--- src/rtl/seg_scan_controller_if.sv ---
// Display-side bundle of the 4-digit seven-segment scan controller:
// digit data and controls in, multiplexed anode/segment drive out.
interface seg_scan_controller_if;
  logic [15:0] digits;
  logic [3:0]  dp_in;
  logic [3:0]  digit_en;
  logic [2:0]  brightness;
  logic [3:0]  an;
  logic [6:0]  seg;
  logic        dp;
  logic [1:0]  digit_idx;
  logic        frame_done;

  modport master (
    output digits, dp_in, digit_en, brightness,
    input  an, seg, dp, digit_idx, frame_done
  );

  modport slave (
    input  digits, dp_in, digit_en, brightness,
    output an, seg, dp, digit_idx, frame_done
  );
endinterface

--- src/rtl/seg_scan_controller.sv ---
// Time-multiplexed 4-digit seven-segment driver with anti-ghost blanking,
// per-digit enables, decimal points and 8-level PWM brightness.
module seg_scan_controller #(
  parameter int unsigned TICK_DIV  = 100000,
  parameter int unsigned BLANK_CYC = 1000
) (
  input  logic                 clk,
  input  logic                 reset,
  seg_scan_controller_if.slave bus
);

  localparam int unsigned CNT_W = (TICK_DIV > 2) ? $clog2(TICK_DIV) : 1;
  localparam logic [CNT_W-1:0] CNT_MAX = CNT_W'(TICK_DIV - 1);

  typedef enum logic {
    ST_BLANK = 1'b0,
    ST_SHOW  = 1'b1
  } state_e;

  // Slot counter restarts at 0, so the phase after reset follows BLANK_CYC.
  localparam state_e RST_STATE = (BLANK_CYC > 0) ? ST_BLANK : ST_SHOW;

  state_e           state_q, state_d;
  logic [CNT_W-1:0] slot_cnt_q, slot_cnt_d;
  logic [1:0]       digit_idx_q, digit_idx_d;
  logic [2:0]       pwm_cnt_q, pwm_cnt_d;
  logic [15:0]      digits_sh_q, digits_sh_d;
  logic [3:0]       dp_sh_q, dp_sh_d;
  logic [3:0]       en_sh_q, en_sh_d;
  logic [3:0]       an_q, an_d;
  logic [6:0]       seg_q, seg_d;
  logic             dp_q, dp_d;
  logic             frame_done_q, frame_done_d;
  logic             slot_wrap;
  logic             lit;
  logic [3:0]       cur_nibble;

  function automatic logic [6:0] hex_to_seg(input logic [3:0] nib);
    logic [6:0] s;
    case (nib)
      4'h0:    s = 7'h40;
      4'h1:    s = 7'h79;
      4'h2:    s = 7'h24;
      4'h3:    s = 7'h30;
      4'h4:    s = 7'h19;
      4'h5:    s = 7'h12;
      4'h6:    s = 7'h02;
      4'h7:    s = 7'h78;
      4'h8:    s = 7'h00;
      4'h9:    s = 7'h10;
      4'hA:    s = 7'h08;
      4'hB:    s = 7'h03;
      4'hC:    s = 7'h46;
      4'hD:    s = 7'h21;
      4'hE:    s = 7'h06;
      default: s = 7'h0E;
    endcase
    return s;
  endfunction

  function automatic logic in_blank(input logic [CNT_W-1:0] cnt);
    return 32'(cnt) < BLANK_CYC;
  endfunction

  // Slot/PWM counters and once-per-slot shadow capture.
  always_comb begin
    slot_wrap   = (slot_cnt_q == CNT_MAX);
    slot_cnt_d  = slot_wrap ? '0 : slot_cnt_q + CNT_W'(1);
    digit_idx_d = digit_idx_q + 2'(slot_wrap);
    pwm_cnt_d   = pwm_cnt_q + 3'd1;
    digits_sh_d = digits_sh_q;
    dp_sh_d     = dp_sh_q;
    en_sh_d     = en_sh_q;
    if (slot_cnt_q == '0) begin
      digits_sh_d = bus.digits;
      dp_sh_d     = bus.dp_in;
      en_sh_d     = bus.digit_en;
    end
  end

  // FSM state register.
  always_ff @(posedge clk) begin
    if (reset) state_q <= RST_STATE;
    else       state_q <= state_d;
  end

  // FSM next state: tracks the blank/show phase of the upcoming slot count.
  always_comb begin
    state_d = state_q;
    state_d = in_blank(slot_cnt_d) ? ST_BLANK : ST_SHOW;
  end

  // FSM outputs: drive the selected digit only when shown, enabled and PWM-on.
  always_comb begin
    an_d         = 4'hF;
    seg_d        = 7'h7F;
    dp_d         = 1'b1;
    frame_done_d = slot_wrap && (digit_idx_q == 2'd3);
    cur_nibble   = digits_sh_q[{digit_idx_q, 2'b00} +: 4];
    lit          = (state_q == ST_SHOW) && en_sh_q[digit_idx_q] &&
                   (pwm_cnt_q <= bus.brightness);
    if (lit) begin
      an_d  = ~(4'b0001 << digit_idx_q);
      seg_d = hex_to_seg(cur_nibble);
      dp_d  = ~dp_sh_q[digit_idx_q];
    end
  end

  always_ff @(posedge clk) begin
    if (reset) begin
      slot_cnt_q   <= '0;
      digit_idx_q  <= 2'd0;
      pwm_cnt_q    <= 3'd0;
      digits_sh_q  <= 16'h0000;
      dp_sh_q      <= 4'h0;
      en_sh_q      <= 4'h0;
      an_q         <= 4'hF;
      seg_q        <= 7'h7F;
      dp_q         <= 1'b1;
      frame_done_q <= 1'b0;
    end else begin
      slot_cnt_q   <= slot_cnt_d;
      digit_idx_q  <= digit_idx_d;
      pwm_cnt_q    <= pwm_cnt_d;
      digits_sh_q  <= digits_sh_d;
      dp_sh_q      <= dp_sh_d;
      en_sh_q      <= en_sh_d;
      an_q         <= an_d;
      seg_q        <= seg_d;
      dp_q         <= dp_d;
      frame_done_q <= frame_done_d;
    end
  end

  assign bus.an         = an_q;
  assign bus.seg        = seg_q;
  assign bus.dp         = dp_q;
  assign bus.frame_done = frame_done_q;
  assign bus.digit_idx  = digit_idx_q;

endmodule

--- src/flat_wrapper.sv ---
// flat-port wrapper written by rule: the top's interface ports become plain ports
module seg_scan_controller_flat 
#(
  parameter int unsigned TICK_DIV  = 100000,
  parameter int unsigned BLANK_CYC = 1000
)
  (clk, reset, bus_digits, bus_dp_in, bus_digit_en, bus_brightness, bus_an, bus_seg, bus_dp, bus_digit_idx, bus_frame_done);
  seg_scan_controller_if bus_i ();
  input  logic clk;
  input  logic reset;
  input wire logic [$bits(bus_i.digits)-1:0] bus_digits;
  input wire logic [$bits(bus_i.dp_in)-1:0] bus_dp_in;
  input wire logic [$bits(bus_i.digit_en)-1:0] bus_digit_en;
  input wire logic [$bits(bus_i.brightness)-1:0] bus_brightness;
  output wire logic [$bits(bus_i.an)-1:0] bus_an;
  output wire logic [$bits(bus_i.seg)-1:0] bus_seg;
  output wire logic [$bits(bus_i.dp)-1:0] bus_dp;
  output wire logic [$bits(bus_i.digit_idx)-1:0] bus_digit_idx;
  output wire logic [$bits(bus_i.frame_done)-1:0] bus_frame_done;
  assign bus_i.digits = bus_digits;
  assign bus_i.dp_in = bus_dp_in;
  assign bus_i.digit_en = bus_digit_en;
  assign bus_i.brightness = bus_brightness;
  assign bus_an = bus_i.an;
  assign bus_seg = bus_i.seg;
  assign bus_dp = bus_i.dp;
  assign bus_digit_idx = bus_i.digit_idx;
  assign bus_frame_done = bus_i.frame_done;
  seg_scan_controller #(.TICK_DIV(TICK_DIV), .BLANK_CYC(BLANK_CYC)) u_core (.clk(clk), .reset(reset), .bus(bus_i));
endmodule
--- config.mk ---
export PLATFORM = sky130hd
export DESIGN_NAME = seg_scan_controller_flat
export DESIGN_NICKNAME = d
export VERILOG_FILES = /design/src/rtl/seg_scan_controller_if.sv /design/src/rtl/seg_scan_controller.sv /design/src/flat_wrapper.sv
export SDC_FILE = /design/constraint.sdc
export NUM_CORES = 1
export LEC_CHECK = 0
export CORE_ASPECT_RATIO = 0.5
export CORE_MARGIN = 5
export CORE_UTILIZATION = 45
export DETAILED_ROUTE_END_ITERATION = 6
export HOLD_SLACK_MARGIN = 0.15
export PLACE_DENSITY = 0.69
export SETUP_SLACK_MARGIN = 0.2
export SYNTH_ARGS = -nofsm -noshare
export SYNTH_HDL_FRONTEND = slang
export SYNTH_SLANG_ARGS = --single-unit
export TNS_END_PERCENT = 5
--- constraint.sdc ---
create_clock -name clk -period 2.6 [get_ports clk]
set_input_delay 0.52 -clock clk [delete_from_list [all_inputs] [get_ports clk]]
set_output_delay 0.52 -clock clk [all_outputs]
set_load 0.01 [all_outputs]
==> results.sh <==
export IMPL_p_leak_uw=0.00140
export IMPL_clk_latency_ns=0.32
export IMPL_fin_worst_skew_ns=0.00558
export IMPL_cts_buffers=9
export IMPL_ant_nets=0
export IMPL_finalCriticalPeriod_ns=2.32
export IMPL_synthFlopType="dfxtp_1"
export IMPL_rows=20
export IMPL_drcViolationCount=0
export IMPL_cp_start_kind="register"
export IMPL_syn_nets=360
export IMPL_cts_sinks=60
export IMPL_power_density_nw_per_um2=649
export IMPL_status="complete, no violations"
export IMPL_swShare_pct=22.1
export IMPL_grt_max_degree=33
export IMPL_hp_class="reg2reg"
export IMPL_synth_area_sq_um=2830
export IMPL_drtPass1Iterations=5
export IMPL_dieWidth_um=122
export IMPL_h_tree_depth=3
export IMPL_critical_path_max_fanout=6
export IMPL_synth_top_cell_area_share_pct=42.5
export IMPL_p_int_uw=1850
export IMPL_multi_input_area_sq_um=1490
export IMPL_tns_ns=0
export IMPL_final_net_count=404
export IMPL_dieHeight_um=66.0
export IMPL_setup_violations=0
export IMPL_drtIter0Drc=123
export IMPL_ir_drop_uv=372
export IMPL_dpl_hpwl_um=4410
export IMPL_start_util_pct=46.5
export IMPL_cts_setup_buffers=0
export IMPL_postSynthCellCount=318
export IMPL_wl_per_cell_um=13.2
export IMPL_area_growth_pct=29.4
export IMPL_diodes=0
export IMPL_gp_congestion=0.849
export IMPL_combPwrFrac_pct=10.4
export IMPL_synthTopCellsByArea="dfxtp_1, ha_1, mux4_2"
export IMPL_ys_warn_count=0
export IMPL_layout_drive_gt1_share_pct=9.84
export IMPL_grt_ovfl_total=0
export IMPL_min_period_over_period_pct=89.3
export IMPL_postCtsHoldBufs=0
export IMPL_wirelength_um=5990
export IMPL_grt_util_all_layers_pct=16.2
export IMPL_regArea_sq_um=1200
export IMPL_drv_cap=0
export IMPL_yosysSeqAreaShare_pct=42.5
export IMPL_io_pin_count=44
export IMPL_syn_area_per_cell_sq_um=8.88
export IMPL_relSlewSlack_pct=72.0
export IMPL_fmax_mhz=431
export IMPL_worstSetupEndpointType="register"
export IMPL_ys_ff_latch=60
export IMPL_fillers=523
export IMPL_power_uw=2370
export IMPL_finalMaxSlewViolations=0
export IMPL_finalHoldViolations=0
export IMPL_grt_pass1_vias=2340
export IMPL_core_area_sq_um=6080
export IMPL_via_count=2345
export IMPL_crit_type="reg2reg"
export IMPL_synth_edf_count=0
export IMPL_die_area_sq_um=8060
export IMPL_switchingPower_uw=523
export IMPL_cts_clk_slew_worst_paths_ns=0.05
export IMPL_critPathArrivalTime_ns=2.50
export IMPL_vias_per_cell=5.17
export IMPL_p_seq_share_pct=41.7
export IMPL_antenna_found_initial=0
export IMPL_synth_cell_types=42
export IMPL_grt_pass1_wl_um=10400
export IMPL_power_frac_clock_pct=47.9
export IMPL_port_buffers=43
export IMPL_yosys_area_top_type="dfxtp_1"
export IMPL_cts_tree="yes"
export IMPL_cts_root_buf="clkbuf_16"
export IMPL_clockBufferDepth=2
export IMPL_async_flop_share_pct=0
export IMPL_cp_required_ns=2.78
export IMPL_rsz0062_at_grt="no"
export IMPL_tightest_slew_ns=0.418
-- final cells by class --
cell class	count	area share, %
clock buffers	13	6.84
clock inverters	2	0.958
inverters	15	1.54
multi-input cells	222	40.7
flip-flops and latches	60	32.9
well taps	88	3.01
repair buffers	54	14.1
-- synthesized netlist by cell type (all sizes together), types with 2 or more instances --
cell type  instances
nand4              5
clkbuf            15
and2               2
o211ai             2
nand3b             2
or3                2
nand2b             4
o221ai             5
a21oi             26
mux4               7
nor2              29
nor3               7
xor2               5
nor4               3
nand3              8
nand2             34
nor2b              5
o21ai             28
dfxtp             60
inv               15
ha                13
xnor2             10
buf                6
mux2i              6
or4                3
and4               3
-- power groups by stage --
stage / combinational (uW) / clock [uW] / sequential [uW]
finish: 246 / 1140 / 989
global route: 278 / 1210 / 992
CTS: 246 / 1170 / 988
floorplan: 163 / 0 / 997
detailed placement: 244 / 0 / 1010
global placement: 238 / 0 / 1000
-- critical path, cell delays in order, from the launching register on --
cell and delay [ns]:
dfxtp_1 0.34, or4_1 0.56, or4_4 0.47, o41ai_4 0.47
buf_4 0.20, o221ai_1 0.14
-- cells in the final DEF, fill, tap and decap left out, drive strengths merged, types with 2 or more instances in the layout --
cell type / n
a21oi: 26
and2: 2
and4: 3
buf: 11
clkbuf: 13
clkdlybuf4s50: 43
dfxtp: 60
ha: 13
inv: 15
mux2i: 6
mux4: 7
nand2: 34
nand2b: 4
nand3: 8
nand3b: 2
nand4: 5
nor2: 29
nor2b: 5
nor3: 7
nor4: 3
o211ai: 2
o21ai: 28
o221ai: 5
or3: 2
or4: 3
xnor2: 10
xor2: 5
-- worst paths after layout --
path	endpoint	depth (start not counted)	slack [ns]	from
worst max-delay path	u_core.state_q$_SDFF_PP0_	5	0.28	u_core.slot_cnt_q[14]$_SDFF_PP0_
worst max register to register	u_core.state_q$_SDFF_PP0_	5	0.28	u_core.slot_cnt_q[14]$_SDFF_PP0_
worst min-delay path	u_core.pwm_cnt_q[0]$_SDFF_PP0_	1	0.44	u_core.pwm_cnt_q[0]$_SDFF_PP0_
worst min register to register	u_core.pwm_cnt_q[0]$_SDFF_PP0_	1	0.44	u_core.pwm_cnt_q[0]$_SDFF_PP0_
-- state kept, by name, indices dropped and copies added (netlist names) --
name	flops
u_core.slot_cnt_q	17
u_core.digits_sh_q	16
u_core.bus.seg	7
u_core.bus.an	4
u_core.dp_sh_q	4
u_core.en_sh_q	4
u_core.pwm_cnt_q	3
u_core.bus.digit_idx	2
u_core.bus.dp	1
u_core.bus.frame_done	1
u_core.state_q	1
-- routing by layer --
metal | wire, um | share of wire (%) | up-vias | track usage, %
met4 | 68 | 1.1 | 0 | 5.86
met3 | 276 | 4.6 | 9 | 5.21
met1 | 2640 | 44 | 1096 | 18.8
li1 | - | - | 1193 | -
met5 | 0 | 0 | - | 0
met2 | 3000 | 50 | 47 | 28.3
-- kinds of logic (layout without fill, tap and decap cells) --
group / Yosys count / in the layout / synth area share, %
AOI/OAI and AO/OA: 70 / 70 / 15.0
xor gates and xnor gates: 15 / 15 / 4.65
adders and majority gates: 13 / 13 / 5.76
buffers and inverters: 36 / 84 / 5.23
DFF: 60 / 60 / 42.5
muxes: 13 / 13 / 7.71
and+or+nand+nor: 111 / 111 / 19.2
-- per-stage QoR --
step           util, %  area (sq um)  hold slack [ns]  std cells  setup WS [ns]
3_5_place_dp      55.2          3360            0.435        439         0.0831
6_report          60.1          3660            0.439        454          0.278
5_1_grt           60.1          3660            0.471        454          0.205
3_3_place_gp      55.2          3360            0.430        439         0.0891
2_1_floorplan        -          2830            0.417        318          0.205
4_1_cts           60.0          3650            0.446        454          0.220
-- timing repair --
item,CTS,global route
pin swaps,0,0
endpoints found under the setup margin,1,25
resized for setup,1,2
Power figures use the tool's default switching activity.
